File: config.mk
export PLATFORM = sky130hd
export DESIGN_NAME = vga_rx_monitor_flat
export DESIGN_NICKNAME = d
export VERILOG_FILES = /design/src/rtl/vga_rx_monitor_pkg.sv /design/src/rtl/vga_rx_monitor_if.sv /design/src/rtl/vga_sync_edge.sv /design/src/rtl/vga_rx_monitor.sv /design/src/flat_wrapper.sv
export SDC_FILE = /design/constraint.sdc
export NUM_CORES = 1
export LEC_CHECK = 0
export ABC_AREA = 1
export BUFFER_PORTS_ARGS = -buffer_cell sky130_fd_sc_hd__buf_2
export CAP_MARGIN = 20
export CORE_MARGIN = 2
export CORE_UTILIZATION = 25
export DETAILED_ROUTE_END_ITERATION = 7
export PLACE_DENSITY = 0.46
export RECOVER_POWER = 25
export SYNTH_ARGS = -nofsm -noshare
export SYNTH_HDL_FRONTEND = slang
export SYNTH_HIERARCHICAL = 1
export SYNTH_SLANG_ARGS = --single-unit
File: constraint.sdc
create_clock -name i_clk -period 4.4 [get_ports i_clk]
set_input_delay 0.66 -clock i_clk [delete_from_list [all_inputs] [get_ports i_clk]]
set_output_delay 0.66 -clock i_clk [all_outputs]
set_load 0.005 [all_outputs]
File: src/rtl/vga_rx_monitor_pkg.sv
// rtl/vga_rx_monitor_pkg.sv - shared VGA 640x480@60 timing constants, monitor state encoding and pixel type
package vga_rx_monitor_pkg;

  localparam int unsigned VGA_H_ACTIVE    = 640;
  localparam int unsigned VGA_H_FP        = 16;
  localparam int unsigned VGA_H_SYNC      = 96;
  localparam int unsigned VGA_H_BP        = 48;
  localparam int unsigned VGA_H_TOTAL     = VGA_H_ACTIVE + VGA_H_FP + VGA_H_SYNC + VGA_H_BP;

  localparam int unsigned VGA_V_ACTIVE    = 480;
  localparam int unsigned VGA_V_FP        = 10;
  localparam int unsigned VGA_V_SYNC      = 2;
  localparam int unsigned VGA_V_BP        = 33;
  localparam int unsigned VGA_V_TOTAL     = VGA_V_ACTIVE + VGA_V_FP + VGA_V_SYNC + VGA_V_BP;

  localparam int unsigned VGA_LOCK_FRAMES = 2;

  typedef enum logic [1:0] {
    ST_SEARCH = 2'd0,
    ST_CHECK  = 2'd1,
    ST_LOCKED = 2'd2
  } mon_state_e;

  typedef logic [11:0] rgb_t;

endpackage

File: src/rtl/vga_rx_monitor_if.sv
// rtl/vga_rx_monitor_if.sv - VGA pin bundle between generator (master) and monitor (slave)
interface vga_rx_monitor_if;
  import vga_rx_monitor_pkg::*;

  logic hsync;
  logic vsync;
  rgb_t rgb;

  modport master (output hsync, output vsync, output rgb);
  modport slave  (input  hsync, input  vsync, input  rgb);

endinterface

File: src/rtl/vga_sync_edge.sv
// rtl/vga_sync_edge.sv - stage-0 input registers and falling-edge pulses for hsync/vsync
module vga_sync_edge
  import vga_rx_monitor_pkg::*;
(
  input  logic i_clk,
  input  logic i_rst_n,
  input  logic i_hsync,
  input  logic i_vsync,
  input  rgb_t i_rgb,
  output rgb_t o_rgb,
  output logic o_hs_fall,
  output logic o_vs_fall
);

  logic r_hs;
  logic r_vs;
  logic r_hs_d;
  logic r_vs_d;
  rgb_t r_rgb;

  // Syncs idle high so a pin already low when reset releases still counts as a fall.
  always_ff @(posedge i_clk or negedge i_rst_n) begin
    if (!i_rst_n) begin
      r_hs   <= 1'b1;
      r_vs   <= 1'b1;
      r_hs_d <= 1'b1;
      r_vs_d <= 1'b1;
      r_rgb  <= '0;
    end else begin
      r_hs   <= i_hsync;
      r_vs   <= i_vsync;
      r_hs_d <= r_hs;
      r_vs_d <= r_vs;
      r_rgb  <= i_rgb;
    end
  end

  assign o_rgb     = r_rgb;
  assign o_hs_fall = r_hs_d & ~r_hs;
  assign o_vs_fall = r_vs_d & ~r_vs;

endmodule

File: src/rtl/vga_rx_monitor.sv
// rtl/vga_rx_monitor.sv - rebuilds pixel coordinates from VGA syncs, checks timing, tracks lock, captures one pixel
module vga_rx_monitor
  import vga_rx_monitor_pkg::*;
#(
  parameter int unsigned H_ACTIVE    = VGA_H_ACTIVE,
  parameter int unsigned H_FP        = VGA_H_FP,
  parameter int unsigned H_SYNC      = VGA_H_SYNC,
  parameter int unsigned H_BP        = VGA_H_BP,
  parameter int unsigned V_ACTIVE    = VGA_V_ACTIVE,
  parameter int unsigned V_FP        = VGA_V_FP,
  parameter int unsigned V_SYNC      = VGA_V_SYNC,
  parameter int unsigned V_BP        = VGA_V_BP,
  parameter int unsigned LOCK_FRAMES = VGA_LOCK_FRAMES
) (
  input  logic                   i_clk,
  input  logic                   i_rst_n,
  vga_rx_monitor_if.slave        i_vga,
  input  logic [9:0]             i_cap_x,
  input  logic [9:0]             i_cap_y,
  output logic [9:0]             o_pix_x,
  output logic [9:0]             o_pix_y,
  output rgb_t                   o_pix_data,
  output logic                   o_pix_valid,
  output logic                   o_frame_start,
  output rgb_t                   o_cap_data,
  output logic                   o_locked,
  output logic                   o_err_line,
  output logic                   o_err_frame,
  output logic [15:0]            o_frame_cnt
);

  localparam logic [10:0] L_H_LAST = 11'(H_SYNC + H_BP + H_ACTIVE + H_FP - 1);
  localparam logic [10:0] L_H_WIN0 = 11'(H_SYNC + H_BP);
  localparam logic [10:0] L_H_WIN1 = 11'(H_SYNC + H_BP + H_ACTIVE - 1);
  localparam logic [9:0]  L_V_LAST = 10'(V_SYNC + V_BP + V_ACTIVE + V_FP - 1);
  localparam logic [9:0]  L_V_WIN0 = 10'(V_SYNC + V_BP);
  localparam logic [9:0]  L_V_WIN1 = 10'(V_SYNC + V_BP + V_ACTIVE - 1);
  localparam logic [3:0]  L_LOCK   = 4'(LOCK_FRAMES);

  logic        w_hs_fall;
  logic        w_vs_fall;
  rgb_t        w_rgb;

  vga_sync_edge u_sync_edge (
    .i_clk     (i_clk),
    .i_rst_n   (i_rst_n),
    .i_hsync   (i_vga.hsync),
    .i_vsync   (i_vga.vsync),
    .i_rgb     (i_vga.rgb),
    .o_rgb     (w_rgb),
    .o_hs_fall (w_hs_fall),
    .o_vs_fall (w_vs_fall)
  );

  logic [10:0] r_h_cnt;
  logic [9:0]  r_v_cnt;
  logic        r_vs_pend;
  logic        r_lines_ok;
  logic        r_frame_start;
  logic        r_pix_valid;
  logic [9:0]  r_pix_x;
  logic [9:0]  r_pix_y;
  rgb_t        r_pix_data;
  rgb_t        r_shadow;
  mon_state_e  r_state;
  logic [3:0]  r_good;
  logic        r_locked;
  logic [15:0] r_frame_cnt;
  logic        r_err_line;
  logic        r_err_frame;
  rgb_t        r_cap_data;

  logic [10:0] w_h_now;
  logic [9:0]  w_v_now;
  logic        w_restart;
  logic        w_line_good;
  logic        w_frame_good;
  logic        w_line_bad;
  logic        w_frame_bad;
  logic        w_in_win;
  logic        w_act;
  logic [9:0]  w_pix_x;
  logic [9:0]  w_pix_y;
  logic        w_cap_hit;

  // w_h_now/w_v_now are the coordinates of the pixel currently held in the stage-0 register,
  // so the line that just ended is judged on the previous cycle's count.
  always_comb begin
    w_line_good  = (r_h_cnt == L_H_LAST);
    w_restart    = w_hs_fall && (r_vs_pend || w_vs_fall);
    w_frame_good = (r_v_cnt == L_V_LAST) && r_lines_ok && w_line_good;
    w_line_bad   = w_hs_fall && !w_line_good;
    w_frame_bad  = w_restart && !w_frame_good;

    if (w_hs_fall) begin
      w_h_now = '0;
    end else if (r_h_cnt == 11'h7FF) begin
      w_h_now = r_h_cnt;
    end else begin
      w_h_now = r_h_cnt + 11'd1;
    end

    if (w_restart) begin
      w_v_now = '0;
    end else if (w_hs_fall && (r_v_cnt != 10'h3FF)) begin
      w_v_now = r_v_cnt + 10'd1;
    end else begin
      w_v_now = r_v_cnt;
    end

    w_in_win  = (w_h_now >= L_H_WIN0) && (w_h_now <= L_H_WIN1) &&
                (w_v_now >= L_V_WIN0) && (w_v_now <= L_V_WIN1);
    w_act     = w_in_win && (r_state != ST_SEARCH);
    w_pix_x   = 10'(w_h_now - L_H_WIN0);
    w_pix_y   = w_v_now - L_V_WIN0;
    w_cap_hit = w_act && (w_pix_x == i_cap_x) && (w_pix_y == i_cap_y);
  end

  always_ff @(posedge i_clk or negedge i_rst_n) begin
    if (!i_rst_n) begin
      r_h_cnt       <= '0;
      r_v_cnt       <= '0;
      r_vs_pend     <= 1'b0;
      r_lines_ok    <= 1'b0;
      r_frame_start <= 1'b0;
      r_pix_valid   <= 1'b0;
      r_pix_x       <= '0;
      r_pix_y       <= '0;
      r_pix_data    <= '0;
      r_shadow      <= '0;
    end else begin
      r_h_cnt       <= w_h_now;
      r_v_cnt       <= w_v_now;
      r_frame_start <= w_restart;
      r_pix_valid   <= w_act;

      if (w_restart) begin
        r_vs_pend <= 1'b0;
      end else if (w_vs_fall) begin
        r_vs_pend <= 1'b1;
      end

      if (w_restart) begin
        r_lines_ok <= 1'b1;
      end else if (w_line_bad) begin
        r_lines_ok <= 1'b0;
      end

      if (w_act) begin
        r_pix_x    <= w_pix_x;
        r_pix_y    <= w_pix_y;
        r_pix_data <= w_rgb;
      end

      if (w_cap_hit) begin
        r_shadow <= w_rgb;
      end
    end
  end

  // Lock FSM; cap_data only publishes the shadow once the frame it came from proves good.
  always_ff @(posedge i_clk or negedge i_rst_n) begin
    if (!i_rst_n) begin
      r_state     <= ST_SEARCH;
      r_good      <= '0;
      r_locked    <= 1'b0;
      r_frame_cnt <= '0;
      r_err_line  <= 1'b0;
      r_err_frame <= 1'b0;
      r_cap_data  <= '0;
    end else begin
      r_err_line  <= 1'b0;
      r_err_frame <= 1'b0;
      case (r_state)
        ST_SEARCH: begin
          if (w_restart) begin
            r_state <= ST_CHECK;
            r_good  <= '0;
          end
        end
        ST_CHECK: begin
          r_err_line  <= w_line_bad;
          r_err_frame <= w_frame_bad;
          if (w_line_bad || w_frame_bad) begin
            r_good <= '0;
          end else if (w_restart) begin
            r_cap_data <= r_shadow;
            if (r_good + 4'd1 == L_LOCK) begin
              r_state     <= ST_LOCKED;
              r_locked    <= 1'b1;
              r_frame_cnt <= '0;
              r_good      <= '0;
            end else begin
              r_good <= r_good + 4'd1;
            end
          end
        end
        ST_LOCKED: begin
          r_err_line  <= w_line_bad;
          r_err_frame <= w_frame_bad;
          if (w_line_bad || w_frame_bad) begin
            r_state  <= ST_CHECK;
            r_locked <= 1'b0;
            r_good   <= '0;
          end else if (w_restart) begin
            r_cap_data  <= r_shadow;
            r_frame_cnt <= r_frame_cnt + 16'd1;
          end
        end
        default: begin
          r_state  <= ST_SEARCH;
          r_locked <= 1'b0;
        end
      endcase
    end
  end

  assign o_pix_x       = r_pix_x;
  assign o_pix_y       = r_pix_y;
  assign o_pix_data    = r_pix_data;
  assign o_pix_valid   = r_pix_valid;
  assign o_frame_start = r_frame_start;
  assign o_cap_data    = r_cap_data;
  assign o_locked      = r_locked;
  assign o_err_line    = r_err_line;
  assign o_err_frame   = r_err_frame;
  assign o_frame_cnt   = r_frame_cnt;

endmodule

File: src/flat_wrapper.sv
// flat-port wrapper written by rule: the top's interface ports become plain ports
module vga_rx_monitor_flat import vga_rx_monitor_pkg::*;
#(
  parameter int unsigned H_ACTIVE    = VGA_H_ACTIVE,
  parameter int unsigned H_FP        = VGA_H_FP,
  parameter int unsigned H_SYNC      = VGA_H_SYNC,
  parameter int unsigned H_BP        = VGA_H_BP,
  parameter int unsigned V_ACTIVE    = VGA_V_ACTIVE,
  parameter int unsigned V_FP        = VGA_V_FP,
  parameter int unsigned V_SYNC      = VGA_V_SYNC,
  parameter int unsigned V_BP        = VGA_V_BP,
  parameter int unsigned LOCK_FRAMES = VGA_LOCK_FRAMES
)
  (i_clk, i_rst_n, i_cap_x, i_cap_y, o_pix_x, o_pix_y, o_pix_data, o_pix_valid, o_frame_start, o_cap_data, o_locked, o_err_line, o_err_frame, o_frame_cnt, i_vga_hsync, i_vga_vsync, i_vga_rgb);
  vga_rx_monitor_if i_vga_i ();
  input  logic i_clk;
  input  logic i_rst_n;
  input  logic [9:0] i_cap_x;
  input  logic [9:0] i_cap_y;
  output logic [9:0] o_pix_x;
  output logic [9:0] o_pix_y;
  output rgb_t o_pix_data;
  output logic o_pix_valid;
  output logic o_frame_start;
  output rgb_t o_cap_data;
  output logic o_locked;
  output logic o_err_line;
  output logic o_err_frame;
  output logic [15:0] o_frame_cnt;
  input wire logic [$bits(i_vga_i.hsync)-1:0] i_vga_hsync;
  input wire logic [$bits(i_vga_i.vsync)-1:0] i_vga_vsync;
  input wire logic [$bits(i_vga_i.rgb)-1:0] i_vga_rgb;
  assign i_vga_i.hsync = i_vga_hsync;
  assign i_vga_i.vsync = i_vga_vsync;
  assign i_vga_i.rgb = i_vga_rgb;
  vga_rx_monitor #(.H_ACTIVE(H_ACTIVE), .H_FP(H_FP), .H_SYNC(H_SYNC), .H_BP(H_BP), .V_ACTIVE(V_ACTIVE), .V_FP(V_FP), .V_SYNC(V_SYNC), .V_BP(V_BP), .LOCK_FRAMES(LOCK_FRAMES)) u_core (.i_clk(i_clk), .i_rst_n(i_rst_n), .i_vga(i_vga_i), .i_cap_x(i_cap_x), .i_cap_y(i_cap_y), .o_pix_x(o_pix_x), .o_pix_y(o_pix_y), .o_pix_data(o_pix_data), .o_pix_valid(o_pix_valid), .o_frame_start(o_frame_start), .o_cap_data(o_cap_data), .o_locked(o_locked), .o_err_line(o_err_line), .o_err_frame(o_err_frame), .o_frame_cnt(o_frame_cnt));
endmodule
Word-level counts from Yosys, hierarchy flattened --
Cells that the tools add are included.
Cells by class: add/subtract/negate cells 6, order comparisons 4, eq/ne operators 17, mux-type cells 33, bitwise operators 6, reductions and logical operators 28
Operators with widths (count):
- 16-bit 2-to-1 mux | 5
- 16-bit case mux with 2 select lines | 1
- 11-bit 2-to-1 mux | 2
- 10-bit == test | 2
- 10-bit 2-to-1 mux | 2
- 4-bit 2-to-1 mux | 5
- 16-bit by 1-bit adder with 16-bit output (second input constant) | 1
- 1-bit logical AND | 12
- 4-bit case mux with 3 select lines | 1
- 11-bit by 1-bit adder with 11-bit output (second input constant) | 1
- 11-bit by 10-bit == test with 1-bit output (second input constant) | 1
- 11-bit == test (second input constant) | 1
- 11-bit by 8-bit >= comparator with 1-bit output (second input constant) | 1
- 11-bit by 10-bit <= comparator with 1-bit output (second input constant) | 1
- 10-bit by 1-bit adder with 10-bit output (second input constant) | 1
- 10-bit == test (second input constant) | 1
- 10-bit by 6-bit >= comparator with 1-bit output (second input constant) | 1
- 10-bit <= comparator (second input constant) | 1
- 1-bit 2-to-1 mux | 10
- 2-bit 2-to-1 mux | 5
- 10-bit != test (second input constant) | 1
- 2-bit by 1-bit != test with 1-bit output (second input constant) | 5
- 5-bit AND reduction | 2
- 10-bit by 6-bit subtractor with 10-bit output (second input constant) | 1
- other kinds (20) | 30
Storage, ports and cells: flip-flop bits (word level) 122, bits of input ports 36, logic and storage cells 116

Longest topological paths before layout --
Gate-level depths: netlist (run 1).
depth in word-level cells 11, depth in mapped cells 25

Modules after synthesis --
The synthesis (run 1) kept the hierarchy.
Modules (own cells, without submodules):
- vga_rx_monitor | instances 1, cells each 770, area each 6055.8 um2
- vga_sync_edge | instances 1, cells each 20, area each 425.4 um2

Worst setup path before layout (run 1) --
Ideal clock, no wire load.
kind reg-to-reg, start point register u_core.u_sync_edge.r_hs_d, end point register u_core.r_shadow[5], setup time 0.120 ns, data arrival time 2.745 ns, path slack 1.535 ns, cell stages (with the launch flop) 23, path buffers 3, clock period less this slack 2.865 ns, path through dfstp_2 -> inv_1 -> nor2_2 -> buf_4 -> inv_2 -> a21oi_4 -> inv_2 -> buf_2 -> nand3_1 -> ha_1 -> xor2_1 -> nand2_1 -> nor2_1 -> nand2_1 -> nor3_1 -> nand2_1 -> nor2_1 -> nand2_1 -> nor2_2 -> nand3_4 -> buf_6 -> o21ai_1 -> nand2_1
Between the ends: elaborated cells on any way between the ends 20
RTL lines:
- start, declared | RTL line vga_sync_edge.sv:17 | logic r_hs_d;
- start signal, assigned | RTL line vga_sync_edge.sv:32 | r_hs_d <= r_hs;
- 1-bit AND | RTL line vga_sync_edge.sv:39 | assign o_hs_fall = r_hs_d & ~r_hs;
- via u_core.w_hs_fall | RTL line vga_rx_monitor.sv:40 | logic w_hs_fall;
- 1-bit logical AND | RTL line vga_rx_monitor.sv:90 | w_restart = w_hs_fall && (r_vs_pend || w_vs_fall);
- via u_core.w_restart | RTL line vga_rx_monitor.sv:75 | logic w_restart;
- 10-bit 2-to-1 mux | RTL line vga_rx_monitor.sv:103 | if (w_restart) begin
- 10-bit by 6-bit subtractor with 10-bit output | RTL line vga_rx_monitor.sv:115 | w_pix_y = w_v_now - L_V_WIN0;
- via u_core.w_pix_y[0] | RTL line vga_rx_monitor.sv:83 | logic [9:0] w_pix_y;
- 10-bit == test | RTL line vga_rx_monitor.sv:116 | w_cap_hit = w_act && (w_pix_x == i_cap_x) && (w_pix_y == i_cap_y);
- 1-bit logical AND | RTL line vga_rx_monitor.sv:116
- end signal, assigned | RTL line vga_rx_monitor.sv:156 | r_shadow <= w_rgb;
- end, declared | RTL line vga_rx_monitor.sv:64 | rgb_t r_shadow;
The timed path passes the listed nets, and every way through them passes these cells. A chain may end at the register's enable or synchronous reset.

Worst setup path after layout (run 1) --
start point register u_core.u_sync_edge.r_hs_d, end point register u_core.r_shadow[11]
Between the ends: elaborated cells on any way between the ends 20
RTL lines:
- 1-bit AND (*) | RTL line vga_sync_edge.sv:39
- via u_core.w_hs_fall | RTL line vga_rx_monitor.sv:40
- 1-bit logical AND (*) | RTL line vga_rx_monitor.sv:90
- via u_core.w_restart | RTL line vga_rx_monitor.sv:75
- 10-bit 2-to-1 mux (*) | RTL line vga_rx_monitor.sv:103
- via u_core.w_v_now[1] | RTL line vga_rx_monitor.sv:74 | logic [9:0] w_v_now;
- branches (longest 5 deep; another with 10-bit by 6-bit subtractor with 10-bit output)
- 1-bit logical AND (*) | RTL line vga_rx_monitor.sv:116
Mark *: on every way through the listed nets, which the timed path passes.

==> results of run 1 <==
[state kept, by name, summed over array words and instances (netlist names), 2 cells and up]
register and cells:
u_core/r_shadow 12, u_core/o_frame_cnt 16, u_core/o_pix_x 10, u_core/o_pix_y 10
u_core/r_good 4, u_core/o_cap_data 12, u_core/r_h_cnt 11, u_core/r_v_cnt 10
u_core/o_pix_data 12, u_core/u_sync_edge/o_rgb 12, u_core/r_state 2
[per-stage QoR]
stage	instance area (sq um)	total power, W	std cells	hold WS (ns)
4_1_cts	7940	0.00333	1239	0.318
5_1_grt	7930	0.00348	1239	0.318
3_5_place_dp	7330	0.00184	1207	0.363
3_3_place_gp	7330	0.00184	1207	0.367
6_report	7930	0.00327	1239	0.334
2_1_floorplan	6480	0.00166	790	0.360
[per-layer routing]
layer	up-vias	wire (microns)
met4	2	118
met2	80	7930
met1	2459	8160
met5	-	7
li1	2769	-
met3	8	766
[power by group through the flow]
| stage | combinational (W) | sequential (W) | clock (W) |
|---|---|---|---|
| 3_3_place_gp | 0.000589 | 0.00126 | 0 |
| 2_1_floorplan | 0.000418 | 0.00124 | 0 |
| 3_5_place_dp | 0.000583 | 0.00126 | 0 |
| 5_1_grt | 0.000671 | 0.00124 | 0.00156 |
| 4_1_cts | 0.000586 | 0.00124 | 0.00151 |
| 6_report | 0.000577 | 0.00124 | 0.00146 |
[logic make-up after synthesis]
kind of cell	count (synthesis)	synth area share
fa+ha+maj	15	0.0290
compound gates	71	0.0678
xor+xnor	15	0.0203
mux	12	0.0208
flops	122	0.472
simple gates	431	0.311
buf+inv	124	0.0793
[worst max-delay path: stages, from the launching register on]
cell and delay, ns:
dfstp_2 0.51, inv_1 0.04, nor2_2 0.31, inv_2 0.09
a21oi_4 0.19, inv_2 0.19, nand3_2 0.14, inv_1 0.08
ha_1 0.33, xor2_1 0.16, nand2_1 0.07, nor2_1 0.10
nand2_1 0.06, nor3_1 0.18, nand2_1 0.08, nor2_1 0.09
nand2_1 0.08, nor2_2 0.14, nand3_4 0.20, inv_2 0.24
nand3_1 0.11, nand2_1 0.08
[worst paths after layout]
path | cells after the start | to | start
worst max register to register | 21 | u_core/r_shadow[11] | u_core/u_sync_edge/r_hs_d
worst min register to register | 0 | u_core/u_sync_edge/r_vs_d | u_core/u_sync_edge/r_vs
min in group asynchronous | 1 | u_core/r_h_cnt[5] | i_rst_n
worst min-delay path | 1 | u_core/u_sync_edge/o_rgb[3] | i_vga_rgb[3]
max in group asynchronous | 1 | u_core/r_v_cnt[9] | i_rst_n
worst max-delay path | 21 | u_core/r_shadow[11] | u_core/u_sync_edge/r_hs_d
[cell type report]
class	count	area, sq um
Fill cell	2691	17400
Clock inverter	14	173
Sequential cell	122	3060
Tap cell	330	413
Multi-Input combinational cell	544	2910
Timing Repair Buffer	103	534
Clock buffer	18	439
Inverter	108	408
[synthesized netlist by cell type, drive strengths merged, types with 2 or more instances]
cell / number / area [sq um]
nor3: 16 / 80.1
o21ai: 41 / 239
nand3: 93 / 531
dfrtp: 118 / 2950
inv: 106 / 400
mux2: 12 / 135
xnor2: 6 / 52.6
nor2: 59 / 303
clkinv: 2 / 7.51
o31ai: 8 / 60.1
nand3b: 5 / 37.5
and2: 2 / 12.5
nand4: 15 / 93.8
ha: 15 / 188
nand2: 236 / 926
dfstp: 4 / 105
xor2: 9 / 78.8
a21oi: 14 / 85.1
a31oi: 5 / 31.3
nor4: 3 / 18.8
buf: 15 / 103
==> qor.yml, run 1 <==
status: "finished with violations"
failed_checks: "capacitance limit, slew limit"
synth-edff-count: 0
synth_ff_type: "dfrtp_1"
synth_nets: 841
synthDistinctLibCells: 43
swShare: 0.317
nNetsFinal: 947
cts_buffers: 17
ys_warn_count: 6
grt_antenna_before_repair: 1
mostFrequentLayoutCells: "nand2_1 (224), dfrtp_1 (118), buf_2 (99)"
grt_pass1_vias: 5263
drt_iter0_markers: 289
worstMarginPinSlew_ns: 3.28
clock_latency_ns: 0.43
finalHoldViolCount: 0
hold_class: "primary input to register"
use_met3: 0.0324
drc: 0
antenna_cells: 0
via_count: 5318
hold_buffers: 0
p_sw_w: 0.00104
start_kind: "register"
path_max_fanout: 16
regToRegSetupSlack_ns: 0.87
syn-cell-area_sq_mm: 0.00648
fin_util: 0.313
drv_slew: 57
grt-busiest-layer: "met2"
powerDensity_mw_per_mm2: 413
clock_skew_ns: 0.0374
finalCriticalPeriod_ns: 3.53
intPower_w: 0.00224
first_pass_iters: 5
clkTransAtPathRegs_ns: 0.06
period_share: 0.803
cts_tree: "done"
die-width_microns: 165
p_clk_frac: 0.446
fmax_mhz: 283
setup_slack_ns: 0.866
overflow: 0
hpwl_microns: 12900
wl_microns: 17000
ys_seq_area_frac: 0.472
pwr-share-seq: 0.378
initial_core_util: 0.256
met2_usage: 0.211
ys_ff_latch: 122
die_area_sq_mm: 0.0272
dieHeight_microns: 165
grt_max_degree: 67
syn_to_final_growth_pct: 22.4
place.gp.congestion: 0.790
async_reset_ff_frac: 1.00
cts-htree-levels: 4
routed_via_density: 4.29
power_frac_comb: 0.176
clockRootBuffer: "clkbuf_16"
crit_path_end_kind: "register"
syn_inst: 790
clockBufferDepth: 2
crit_required_ns: 4.77
timing.slew.headroom: -1.19
cts.sink_count: 122
crit_arrival_ns: 3.90
peakVddDrop_v: 0.000213
rows: 58
place_ws_ns: 0.833
setup-tns-final_ns: 0
rsz0062_at_grt: "no"
setup_viol: 0
gr-usage-all-layers: 0.131
p_leak_nw: 4.23
syn_area_per_cell_sq_um: 8.20
drive_gt1_frac: 0.228
critPathKind: "register to register"
antenna_left: 0
final_common_cell: "nand2_1"
cts_resized: 0
fp.coreArea_sq_mm: 0.0253
ios: 101
port_buffers: 100
wl_per_cell_microns: 13.7
maxCapViolations: 1
cts_setup_buffers: 0
grt_first_pass_wirelength_microns: 27600
use_met1: 0.175
No activity file was read; power rests on OpenSTA's default activity.
==> run 2, diff against run 1 <==
Clock period 4.4 ns to 3.49 ns, I/O delays scaled along.
==> run 2 against run 1 <==
Effect of this change:
- the run still ends with capacitance limit, slew limit left
- critical path depth decreased by 1
- core utilization increased by 0.98 points
- worst hold slack got worse by 0.13 ns
- final area increased by 3.1%
- non-clock buffer count increased by 23
- cell count increased by 1.9%
- global-route usage increased by 0.60 points
- clock power increased by 22%
- power increased by 26%
==> qor.yml, run 2 (synthesis gave the netlist of run 1 again) <==
dieHeight_microns: 165  # unchanged
setup-tns-final_ns: 0  # unchanged
grt_pass1_vias: 5455  # was 5,263
crit_required_ns: 3.79  # was 4.77 ns
drive_gt1_frac: 0.259  # was 0.228
wl_per_cell_microns: 14.1  # was 13.7 microns
port_buffers: 100  # unchanged
intPower_w: 0.00278  # was 0.00224 W
drt_iter0_markers: 315  # was 289
die-width_microns: 165  # unchanged
hpwl_microns: 13200  # was 12,900 microns
powerDensity_mw_per_mm2: 505  # was 413 mW/mm^2
rows: 58  # unchanged
drc: 0  # unchanged
fp.coreArea_sq_mm: 0.0253  # unchanged
initial_core_util: 0.256  # unchanged
clockBufferDepth: 2  # unchanged
clockRootBuffer: "clkbuf_16"  # unchanged
grt_antenna_before_repair: 2  # was 1
mostFrequentLayoutCells: "nand2_1 (223), dfrtp_1 (118), buf_2 (99)"  # was nand2_1 (224), dfrtp_1 (118), buf_2 (99)
place.gp.congestion: 0.784  # was 0.790
gr-usage-all-layers: 0.137  # was 0.131
hold_class: "primary input to register"  # unchanged
wl_microns: 17800  # was 17,000 microns
grt_max_degree: 50  # was 67
first_pass_iters: 7  # was 5
largest_register_ff_count: 16  # unchanged
fin_util: 0.323  # was 0.313
period_share: 0.914  # was 0.803
routed_via_density: 4.37  # was 4.29
maxCapViolations: 1  # unchanged
min_from: "i_vga_rgb[9]"  # was i_vga_rgb[3]
p_leak_nw: 4.33  # was 4.23 nW
whs_ns: 0.202  # was 0.334 ns
timing.slew.headroom: -0.816  # was -1.19
path_common_cell: "nand2_1"  # unchanged
crit_chain: "ha_4 -> nand2_1 -> nor2_4 -> nand3_4 -> nand3_2 -> nand3_4 -> ha_4 -> xor2_1 -> nand2_1 -> nor2_1 -> nand2_1 -> nor3_2 -> nand2_1 -> nor2_2 -> nand2_1 -> nor2_2 -> nand3_4 -> buf_12 -> o21ai_1 -> nand2_1"  # was inv_1 -> nor2_2 -> inv_2 -> a21oi_4 -> inv_2 -> nand3_2 -> inv_1 -> ha_1 -> xor2_1 -> nand2_1 -> nor2_1 -> nand2_1 -> nor3_1 -> nand2_1 -> nor2_1 -> nand2_1 -> nor2_2 -> nand3_4 -> inv_2 -> nand3_1 -> nand2_1
overflow: 0  # unchanged
cts.sink_count: 122  # unchanged
worstMarginPinSlew_ns: 2.72  # was 3.28 ns
status: "finished with violations"  # unchanged
hold_buffers: 0  # unchanged
r2r_start: "u_core/r_h_cnt[1]"  # was u_core/u_sync_edge/r_hs_d
failed_checks: "capacitance limit, slew limit"  # unchanged
syn_to_final_growth_pct: 26.2  # was 22.4%
ios: 101  # unchanged
clock_latency_ns: 0.42  # was 0.43 ns
path_max_fanout: 10  # was 16
clock_skew_ns: 0.0111  # was 0.0374 ns
pwr-share-seq: 0.377  # was 0.378
critPathKind: "register to register"  # unchanged
crit_path_end_kind: "register"  # unchanged
p_clk_frac: 0.431  # was 0.446
peakVddDrop_v: 0.000277  # was 0.000213 V
die_area_sq_mm: 0.0272  # unchanged
start_kind: "register"  # unchanged
drv_slew: 47  # was 57
clkTransAtPathRegs_ns: 0.07  # was 0.06 ns
crit_arrival_ns: 3.49  # was 3.90 ns
via_count: 5522  # was 5,318
fmax_mhz: 314  # was 283 MHz
cp_slowest_stage_delay_ns: 0.43  # was 0.51 ns
antenna_left: 0  # unchanged
grt_first_pass_wirelength_microns: 28900  # was 27,600 microns
finalCriticalPeriod_ns: 3.19  # was 3.53 ns
final_common_cell: "nand2_1"  # unchanged
swShare: 0.327  # was 0.317
cts-htree-levels: 4  # unchanged
setup_viol: 0  # unchanged
finalHoldViolCount: 0  # unchanged
worst_path_max_delay_cell: "dfrtp_1"  # was dfstp_2
nNetsFinal: 970  # was 947
p_sw_w: 0.00135  # was 0.00104 W
setup.worst_path.start: "u_core/r_h_cnt[1]"  # was u_core/u_sync_edge/r_hs_d
cts_tree: "done"  # unchanged
power_frac_comb: 0.191  # was 0.176
cts_buffers: 17  # unchanged
-- run 2: cell types whose count changed in the layout (fill, tap and decap cells not counted), moves of 2 or more --
cell / change
buf_4: +22
ha_1: -4
ha_4: +3
inv_2: -2
inv_4: +3
nand3_1: -3
nand3_2: +2
-- run 2: through the flow --
stage / std cells / total power [W] / instance area, sq um / worst slack [ns]
after floorplan: 790 / 0.00209 / 6480 / 0.625
after global placement: 1216 / 0.00232 / 7390 / 0.128
after detailed placement: 1216 / 0.00233 / 7390 / 0.0986
after CTS: 1248 / 0.00414 / 7980 / 0.0587
after global routing: 1262 / 0.00438 / 8180 / -0.0244
final: 1263 / 0.00413 / 8180 / 0.301
-- run 2: cell type report --
type / instances / area, sq um
multi-input combinational: 544 / 2990
antenna: 1 / 2.50
tap: 330 / 413
clock buffer: 18 / 439
timing repair buffer: 126 / 719
inverter: 108 / 415
fill: 2677 / 17100
sequential: 122 / 3060
clock inverter: 14 / 148
-- run 2: path summary, 6_finish.rpt --
path / end / slack [ns] / depth (start not counted)
min in group asynchronous: u_core/o_pix_x[4] / 0.97 / 1
hold reg to reg: u_core/u_sync_edge/r_vs_d / 0.38 / 0
setup reg to reg: u_core/r_shadow[5] / 0.30 / 20
max in group asynchronous: u_core/o_frame_cnt[11] / 0.97 / 2
setup / recovery: u_core/r_shadow[5] / 0.30 / 20
hold / removal: u_core/u_sync_edge/o_rgb[9] / 0.20 / 1
-- run 2: routing by layer --
metal / vias up / GRT usage / share of wire
met1: 2558 / 0.185 / 0.47
met5: - / 0 / 0.00073
met3: 31 / 0.0299 / 0.045
met2: 118 / 0.217 / 0.46
li1: 2813 / - / -
met4: 2 / 0.0474 / 0.020
-- run 2: critical path: cells and delay by family (launching register included) --
| family | cells | cell delay (ns) |
|---|---|---|
| AOI/OAI and AO/OA | 1 | 0.12 |
| xor gates and xnor gates | 1 | 0.14 |
| adders and majority gates | 2 | 0.49 |
| buffers and inverters | 1 | 0.18 |
| DFF | 1 | 0.43 |
| and+or+nand+nor | 15 | 1.70 |
-- run 2: timing repair --
item,4_1_cts,5_1_grt
setup buffers,0,14
gates resized for setup,0,21
endpoints found under the setup margin,0,39
-- run 2: power by group through the flow --
stage | sequential, W | clock (W) | combinational, W
2_1_floorplan | 0.00157 | 0 | 0.000526
3_3_place_gp | 0.00158 | 0 | 0.000740
3_5_place_dp | 0.00158 | 0 | 0.000744
4_1_cts | 0.00155 | 0.00183 | 0.000751
5_1_grt | 0.00157 | 0.00190 | 0.000910
6_report | 0.00156 | 0.00178 | 0.000790
